===== config.mk =====
export PLATFORM = sky130hd
export DESIGN_NAME = i2s_stereo_tx
export DESIGN_NICKNAME = d
export VERILOG_FILES = /design/src/rtl/i2s_pkg.sv /design/src/rtl/i2s_clk_gen.sv /design/src/rtl/i2s_stereo_tx.sv
export SDC_FILE = /design/constraint.sdc
export NUM_CORES = 1
export LEC_CHECK = 0
export ABC_AREA = 0
export CAP_MARGIN = 30
export CORE_MARGIN = 1.5
export CORE_UTILIZATION = 35
export CTS_CLUSTER_SIZE = 25
export DETAILED_ROUTE_END_ITERATION = 10
export GPL_TIMING_DRIVEN = 0
export SETUP_SLACK_MARGIN = 0.02
export SYNTH_ARGS = -nofsm -noshare
export SYNTH_HDL_FRONTEND = slang
export SYNTH_SLANG_ARGS = --single-unit
export TNS_END_PERCENT = 1

===== constraint.sdc =====
create_clock -name clk -period 10.8 [get_ports clk]
set_clock_uncertainty 0.15 [all_clocks]
set_input_delay 2.16 -clock clk [delete_from_list [all_inputs] [get_ports clk]]
set_output_delay 2.16 -clock clk [all_outputs]
set_load 0.01 [all_outputs]

===== src/rtl/i2s_pkg.sv =====
// Shared I2S transmitter types and constants.
package i2s_pkg;

    localparam int I2S_DATA_W = 24;
    localparam int I2S_SLOT_W = 32;

    typedef struct packed {
        logic [I2S_DATA_W-1:0] left;
        logic [I2S_DATA_W-1:0] right;
    } i2s_stereo_t;

    typedef enum logic {
        CH_LEFT  = 1'b0,
        CH_RIGHT = 1'b1
    } i2s_ch_e;

endpackage


===== src/rtl/i2s_clk_gen.sv =====
// Bit-clock generator: divides clk into sclk and flags the clk cycle of each sclk edge.
module i2s_clk_gen #(
    parameter int CLK_DIV = 4
) (
    input  logic clk,
    input  logic rst,
    output logic sclk,
    output logic sclk_rise,
    output logic sclk_fall
);

    localparam int DIV_W = $clog2(CLK_DIV);
    localparam logic [DIV_W-1:0] DIV_LAST = DIV_W'(CLK_DIV - 1);

    logic [DIV_W-1:0] div_cnt;
    logic             div_tc;

    assign div_tc = (div_cnt == DIV_LAST);

    always_ff @(posedge clk or posedge rst) begin
        if (rst) begin
            div_cnt <= '0;
            sclk    <= 1'b0;
        end else if (div_tc) begin
            div_cnt <= '0;
            sclk    <= ~sclk;
        end else begin
            div_cnt <= div_cnt + 1'b1;
        end
    end

    // Strobes mark the cycle in which the sclk register is about to toggle.
    assign sclk_rise = div_tc & ~sclk;
    assign sclk_fall = div_tc & sclk;

endmodule


===== src/rtl/i2s_stereo_tx.sv =====
// I2S master transmitter: one-entry stereo hold buffer, frame registers, sd/ws serialiser.
// Define I2S_TX_UNDERRUN_HOLD_EN to repeat the last pair on underrun instead of sending silence.
module i2s_stereo_tx
    import i2s_pkg::*;
#(
    parameter int DATA_W  = 24,
    parameter int SLOT_W  = 32,
    parameter int CLK_DIV = 4
) (
    input  logic              clk,
    input  logic              rst,
    input  logic              s_valid,
    output logic              s_ready,
    input  logic [DATA_W-1:0] s_left,
    input  logic [DATA_W-1:0] s_right,
    output logic              sclk,
    output logic              ws,
    output logic              sd,
    output logic              underrun
);

    localparam int FRAME_W = 2 * SLOT_W;
    localparam int POS_W   = $clog2(FRAME_W);
    localparam logic [POS_W-1:0] POS_LAST  = POS_W'(FRAME_W - 1);
    localparam logic [POS_W-1:0] RIGHT_POS = POS_W'(SLOT_W);
    localparam logic [POS_W-1:0] WS_ON     = POS_W'(SLOT_W - 1);
    localparam logic [POS_W-1:0] WS_OFF    = POS_W'(FRAME_W - 2);

    logic              sclk_fall;
    logic              sclk_rise_unused;
    logic [POS_W-1:0]  pos;
    logic [POS_W-1:0]  pos_nxt;
    logic              hold_full;
    logic [DATA_W-1:0] hold_l;
    logic [DATA_W-1:0] hold_r;
    logic [DATA_W-1:0] frm_l;
    logic [DATA_W-1:0] frm_r;
    logic [DATA_W-1:0] frm_l_nxt;
    logic [DATA_W-1:0] frm_r_nxt;
    logic              armed;
    logic              accept;
    logic              load;
    i2s_ch_e           ch_nxt;
    logic              sd_nxt;

    // MSB-first bit k of a sample; positions past the sample width shift out to zero padding.
    function automatic logic slot_bit(input logic [DATA_W-1:0] w, input logic [POS_W-1:0] k);
        logic [DATA_W-1:0] sh;
        sh = w << k;
        return sh[DATA_W-1];
    endfunction

    i2s_clk_gen #(
        .CLK_DIV (CLK_DIV)
    ) u_clk_gen (
        .clk       (clk),
        .rst       (rst),
        .sclk      (sclk),
        .sclk_rise (sclk_rise_unused),
        .sclk_fall (sclk_fall)
    );

    assign s_ready = ~hold_full;
    assign accept  = s_valid & s_ready;

    always_comb begin
        pos_nxt   = (pos == POS_LAST) ? '0 : pos + 1'b1;
        load      = sclk_fall & (pos == POS_LAST);
        frm_l_nxt = frm_l;
        frm_r_nxt = frm_r;
        if (load) begin
            if (hold_full) begin
                frm_l_nxt = hold_l;
                frm_r_nxt = hold_r;
            end else begin
`ifdef I2S_TX_UNDERRUN_HOLD_EN
                frm_l_nxt = frm_l;
                frm_r_nxt = frm_r;
`else
                frm_l_nxt = '0;
                frm_r_nxt = '0;
`endif
            end
        end
        // ws switches one bit ahead of each slot's MSB.
        ch_nxt = ((pos_nxt >= WS_ON) && (pos_nxt <= WS_OFF)) ? CH_RIGHT : CH_LEFT;
        if (pos_nxt >= RIGHT_POS) begin
            sd_nxt = slot_bit(frm_r_nxt, pos_nxt - RIGHT_POS);
        end else begin
            sd_nxt = slot_bit(frm_l_nxt, pos_nxt);
        end
    end

    always_ff @(posedge clk or posedge rst) begin
        if (rst) begin
            pos       <= POS_LAST;
            hold_full <= 1'b0;
            hold_l    <= '0;
            hold_r    <= '0;
            frm_l     <= '0;
            frm_r     <= '0;
            armed     <= 1'b0;
            ws        <= 1'b0;
            sd        <= 1'b0;
            underrun  <= 1'b0;
        end else begin
            underrun <= load & ~hold_full & armed;
            if (sclk_fall) begin
                pos   <= pos_nxt;
                ws    <= ch_nxt;
                sd    <= sd_nxt;
                frm_l <= frm_l_nxt;
                frm_r <= frm_r_nxt;
            end
            // A pair accepted during a load waits in the hold for the next frame.
            if (accept) begin
                hold_l    <= s_left;
                hold_r    <= s_right;
                hold_full <= 1'b1;
                armed     <= 1'b1;
            end else if (load) begin
                hold_full <= 1'b0;
            end
        end
    end

endmodule


Word-level counts from Yosys, hierarchy flattened
Cells that the tools add are included.

Bits of input ports: 51. Latch bits: 0. Output and inout port bits: 5. RAM bits: 0. Register bits: 110. Bits in read-only memories: 0. Memories: 0.

Bitwise logic cells: 7. Add/sub/neg operators: 3. $mul: 0. Equality and inequality tests: 2. Magnitude comparators: 3. Mux-type cells: 10. Div/mod/pow operators: 0. Reductions and logical operators: 2. Shift-type cells: 2.

Operators by type and width (count): 24-bit 2-to-1 mux (4); 24-bit by 6-bit left shift with 24-bit output (2); 6-bit by 1-bit adder with 6-bit output (second input constant) (1); 6-bit equality test (second input constant) (1); 6-bit by 5-bit >= comparator with 1-bit output (second input constant) (1); 6-bit >= comparator (second input constant) (1); 6-bit less-or-equal comparator (second input constant) (1); 6-bit 2-to-1 mux (1); 6-bit subtractor (second input constant) (1); 1-bit bitwise AND (5); 1-bit 2-to-1 mux (4); 2-bit by 1-bit adder with 2-bit output (second input constant) (1); 2-bit equality test (second input constant) (1); 2-bit 2-to-1 mux (1); 1-bit inverter (2); 2-bit nonzero test (1); 1-bit logical AND (1).

Longest topological paths before layout
Gate-level depths: netlist of the first run.

Depth after elaboration: 6. Depth in mapped cells: 10.

Cells and area by module
Synthesis of the first run repeated with hierarchy kept, for this count alone.

Cell total of the unflattened synthesis: 476. Area total of the unflattened synthesis: 5092.4 um^2.

Modules (own cells, without submodules): i2s_stereo_tx (area an instance 4972.3 um^2, cells each 467, times used 1); i2s_clk_gen (area an instance 120.1 um^2, cells each 9, times used 1).

Worst setup path after synthesis of the first run
No wires, ideal clock.

Path kind: input-to-reg. From: input port s_valid. To: register hold_l[0]. Stages on the path: 4. Data arrival time: 3.132 ns. Path buffers: 2. Path slack: 7.394 ns. Required time: 10.525 ns. Setup time: 0.125 ns. Path through: nor2b_1 clkbuf_1 buf_1 mux2_2.

Longest elaborated chain between the ends: 1.

Ends and longest elaborated chain: start, declared (RTL line i2s_stereo_tx.sv:12) `input logic s_valid,`; 1-bit bitwise AND (RTL line i2s_stereo_tx.sv:64) `assign accept = s_valid & s_ready;`; end signal, assigned (RTL line i2s_stereo_tx.sv:117) `hold_l <= s_left;`; end, declared (RTL line i2s_stereo_tx.sv:34) `logic [DATA_W-1:0] hold_l;`.

No other way between the ends. A chain may end at the register's enable or synchronous reset.

Worst setup path in the final report of the first run
From: register hold_full. To: output port s_ready.

Longest elaborated chain between the ends: 1.

Ends and longest elaborated chain: start, declared (RTL line i2s_stereo_tx.sv:33) `logic hold_full;`; start signal, assigned (RTL line i2s_stereo_tx.sv:97) `hold_full <= 1'b0;`; start signal, assigned (RTL line i2s_stereo_tx.sv:119) `hold_full <= 1'b1;`; start signal, assigned (RTL line i2s_stereo_tx.sv:122) `hold_full <= 1'b0;`; 1-bit inverter (RTL line i2s_stereo_tx.sv:63) `assign s_ready = ~hold_full;`; end, declared (RTL line i2s_stereo_tx.sv:13) `output logic s_ready,`.

No other way between the ends.

==> results.txt, run 1 <==
* Post-CTS setup buffers: 0
* Clock-pin transition on the worst setup and hold timing paths: 0.08 ns
* Area enclosed by the die boundary: 0.01556 sq mm
* Global router's overall resource usage: 0.1897
- The die is 124.7 um tall.
- Once placement finished, the instance area stood at 0.006006 sq mm.
- Across the run, the number of max-cap violations was 0.
- Number of buffers added by the clock tree synthesis step: 9
- The Yosys step of the flow raised 0 warnings.
* CP Max Fanout: 6
* Proportion of netlist area held by the largest area contributor: 0.5017
- During placement, the flow inserted port buffers numbering 55.
- Fin Hold WS: 0.2759 ns
- Once layout is complete, the utilization of the core stands at 0.4348.
* Cell type with the largest total area after synthesis: sky130_fd_sc_hd__dfrtp_1
* Setup repair after global routing missed its margin: no
* Timing-limited maximum frequency: 255.9 MHz
- In the final layout, the share of cells above drive strength 1 is 0.1725.
- Average cell area after synthesis: 10.48 sq um
* Initial antenna violation count: 0
- Power density over the cells: 156.0 mW/mm^2
- The clock reaches the later pin of the worst-skew pair after 0.36 ns.
- After detailed routing, no signal wire sits above met4.
- Worst voltage drop across the vdd grid: 0.08793 mV
- Critical Path End Type: primary output
- Post-synth top flop: sky130_fd_sc_hd__dfrtp_1
- In the final design database the tool counted 618 nets.
* Cell area after synthesis: 0.005187 sq mm
- Counting along the longest clock path gives a buffer depth of 2.
- The smallest clock period supported by the final layout is computed as 3.908 ns.
* Effective utilization at floorplan: 0.3583
* Number of enable flip-flop cells after synthesis: 0
* Detailed-routing wirelength on met1: 6.337 mm
- FF+latch count, synth: 110
* Post-route worst setup slack: 6.892 ns
- Entering global routing, the biggest net connects 73 pins.
* GPL Wtd Cong: 0.8991
- Met2 wirelength from detailed routing: 6.711 mm
- By area the synthesized netlist is led by sky130_fd_sc_hd__dfrtp_1 (50%), sky130_fd_sc_hd__mux2_2 (10%), sky130_fd_sc_hd__nand2_1 (7.1%), sky130_fd_sc_hd__nand3_1 (3.2%), sky130_fd_sc_hd__o21ai_0 (3.2%).
* Total via count in the routed design: 4143
- STA puts the critical path data arrival time at 1.60 ns.
- After synthesis, the netlist uses 58 different library cells.
- Summed over all layers, the routed wires come to 14.32 mm.
- First-pass GRT wire length: 23.00 mm
- The final number of hold-violating endpoints came to 0.
- Setup slack at placement: 6.531 ns
- Remaining number of nets flagged by the antenna check after routing: 0
* Number of gates resized after cts: 0
- Count leader, synth: sky130_fd_sc_hd__dfrtp_1
* Leading post-synthesis cells by instance count: sky130_fd_sc_hd__dfrtp_1 (104), sky130_fd_sc_hd__nand2_1 (98), sky130_fd_sc_hd__mux2_2 (48)
- Average wire per cell in the routed design: 19.05 um
* TritonRoute pass-1 iters: 5
* Clk root buf: sky130_fd_sc_hd__clkbuf_16
* FP Rows: 44
* Number of top-level pins: 56
- Detailed routing placed a total of 948 um of wire on met3.
* Worst relative slew slack: 0.4959
- Post-synthesis net count: 550
- The area growth from synthesis to layout is 21.37%.
- Detail Placement HPWL: 10.19 mm
* Type of the tightest min-delay check: flop to flop
- Worst-margin pin slew: 0.7511 ns
* Kind of critical path: flop to primary output
- For this block, the initial DRC count from the detailed router was 276.
* Total Neg Setup Slack: 0 ns
- Remaining routing DRC violations: 0
* Total core area: 0.01448 sq mm
* Fraction of synthesis flops using an asynchronous set or reset pin: 1.000
- Via-to-Cell Ratio: 5.509
- The analysis attributes to cell leakage a power of 2.755 nW.
- CTS H-tree depth: 3
- Hold buffer count at cts: 0
* Antenna diode count: 0
* Cells after Synth: 495
- TritonCTS built the clock tree.
- Final Max Slew Viols: 0
- Final cycle utilization of the critical path: 0.3619
* Final design area excluding fillers: 0.006296 sq mm
- Worst setup SP type: flop
* Seq/Total Area, Yosys: 0.5321
- For this run the aggregate overflow at the end of global routing stands at 0.
- STA puts the critical path data required time at 8.49 ns.
- Final-report setup violation count: 0
* Outcome: complete, no violations
- Number of sinks handled by clock tree synthesis: 110
- Die width: 124.7 um
- The via count of the first global-routing pass is 4145.
## per-stage QoR
stage	total power, mW	cells
2_1_floorplan	0.6070	495
3_3_place_gp	0.6567	734
3_5_place_dp	0.6651	736
4_1_cts	0.9930	752
5_1_grt	1.031	752
6_report	0.9820	752
## worst paths after layout
path | from | endpoint | slack (ns) | cells after the start
worst max-delay path | hold_full | s_ready | 6.89 | 2
worst min-delay path | u_clk_gen.div_cnt[0] | u_clk_gen.div_cnt[0] | 0.28 | 1
worst max register to register | pos[0] | sd | 7.21 | 9
worst min register to register | u_clk_gen.div_cnt[0] | u_clk_gen.div_cnt[0] | 0.28 | 1
max in group asynchronous | rst | frm_l[13] | 7.75 | 3
min in group asynchronous | rst | hold_full | 2.02 | 2
## worst max-delay path, cell delays in order (launching register included)
cell and delay [ns]:
sky130_fd_sc_hd__dfrtp_1 0.44, sky130_fd_sc_hd__inv_1 0.21, sky130_fd_sc_hd__clkdlybuf4s50_1 0.59
## placed cells by master, fill, tap and decap left out, types with 4 or more instances in the layout
| cell | synthesis | final |
|---|---|---|
| sky130_fd_sc_hd__clkdlybuf4s50_1 | 0 | 55 |
| sky130_fd_sc_hd__a21o_1 | 5 | 5 |
| sky130_fd_sc_hd__o21ai_0 | 33 | 33 |
| sky130_fd_sc_hd__o211ai_1 | 6 | 6 |
| sky130_fd_sc_hd__mux2_2 | 48 | 48 |
| sky130_fd_sc_hd__nand3_1 | 33 | 33 |
| sky130_fd_sc_hd__buf_1 | 7 | 7 |
| sky130_fd_sc_hd__clkbuf_1 | 18 | 18 |
| sky130_fd_sc_hd__nor3_1 | 7 | 7 |
| sky130_fd_sc_hd__nand2_1 | 98 | 98 |
| sky130_fd_sc_hd__a211o_1 | 5 | 5 |
| sky130_fd_sc_hd__nor2_1 | 12 | 12 |
| sky130_fd_sc_hd__dfrtp_1 | 104 | 104 |
| sky130_fd_sc_hd__a211oi_1 | 8 | 8 |
| sky130_fd_sc_hd__inv_1 | 5 | 4 |
| sky130_fd_sc_hd__dfstp_2 | 6 | 6 |
| sky130_fd_sc_hd__nand4_1 | 8 | 8 |
| sky130_fd_sc_hd__buf_2 | 9 | 9 |
| sky130_fd_sc_hd__ha_1 | 4 | 4 |
| sky130_fd_sc_hd__clkbuf_16 | 0 | 9 |
| sky130_fd_sc_hd__xnor2_1 | 4 | 4 |
| sky130_fd_sc_hd__buf_4 | 4 | 5 |
| sky130_fd_sc_hd__a21oi_1 | 8 | 8 |
| sky130_fd_sc_hd__or2_2 | 4 | 4 |
## logic make-up after synthesis
kind of cell             synth area share
flip-flops                         0.5321
buffers and inverters             0.03835
multiplexers                       0.1143
AO/OA/AOI/OAI                      0.1392
AND/OR/NAND/NOR                    0.1546
XOR/XNOR                          0.01182
adder cells (fa/ha/maj)          0.009648
## cell type report
class	count	area [sq um]
multi-input cells	341	2228
clock inverters	6	51.30
flip-flops and latches	110	2760
inverters	5	21.27
well taps	184	230.2
plain buffers	39	180.2
fillers	1378	8183
clock buffers	10	239.0
repair buffers	57	585.6
## power breakdown
group	switching, mW	internal, mW	total, mW
Combinational	0.0492	0.0781	0.127
Sequential	0.0443	0.482	0.526
Clock	0.162	0.167	0.328
## per-layer routing
layer	vias to the layer above	global-route usage
met4	0	0.06558
met2	149	0.2951
met3	21	0.04553
li1	1905	-
met5	-	0
met1	2068	0.2591
## flip-flops by register name (all words and copies together) (netlist names), 2 cells and up
| name | count |
|---|---|
| frm_l | 24 |
| frm_r | 24 |
| hold_l | 24 |
| hold_r | 24 |
| pos | 6 |
| u_clk_gen.div_cnt | 2 |
Power figures use the tool's default switching activity.
==> inputs of run 2 (changes only) <==
==> constraint.sdc (replaced) <==
create_clock -name clk -period 3.9 [get_ports clk]
set_clock_uncertainty 0.15 [all_clocks]
set_input_delay 0.78 -clock clk [delete_from_list [all_inputs] [get_ports clk]]
set_output_delay 0.78 -clock clk [all_outputs]
set_load 0.01 [all_outputs]
==> results of run 2 <==
Same layout as run 1 (identical final DEF). Status: complete, no violations.
Main changes from that run: setup slack after placement 6.531 ns -> 0.4271 ns; clock-pin slew on the worst setup and hold paths 0.08 ns -> 0.07 ns; setup slack after layout 6.892 ns -> 0.3129 ns; start point of the critical path hold_full -> pos[0]; end point of the critical path s_ready -> sd; register-to-register setup slack 7.21 ns -> 0.31 ns; total power 0.9820 mW -> 2.719 mW; worst IR drop on VDD 0.08793 mV -> 0.2435 mV
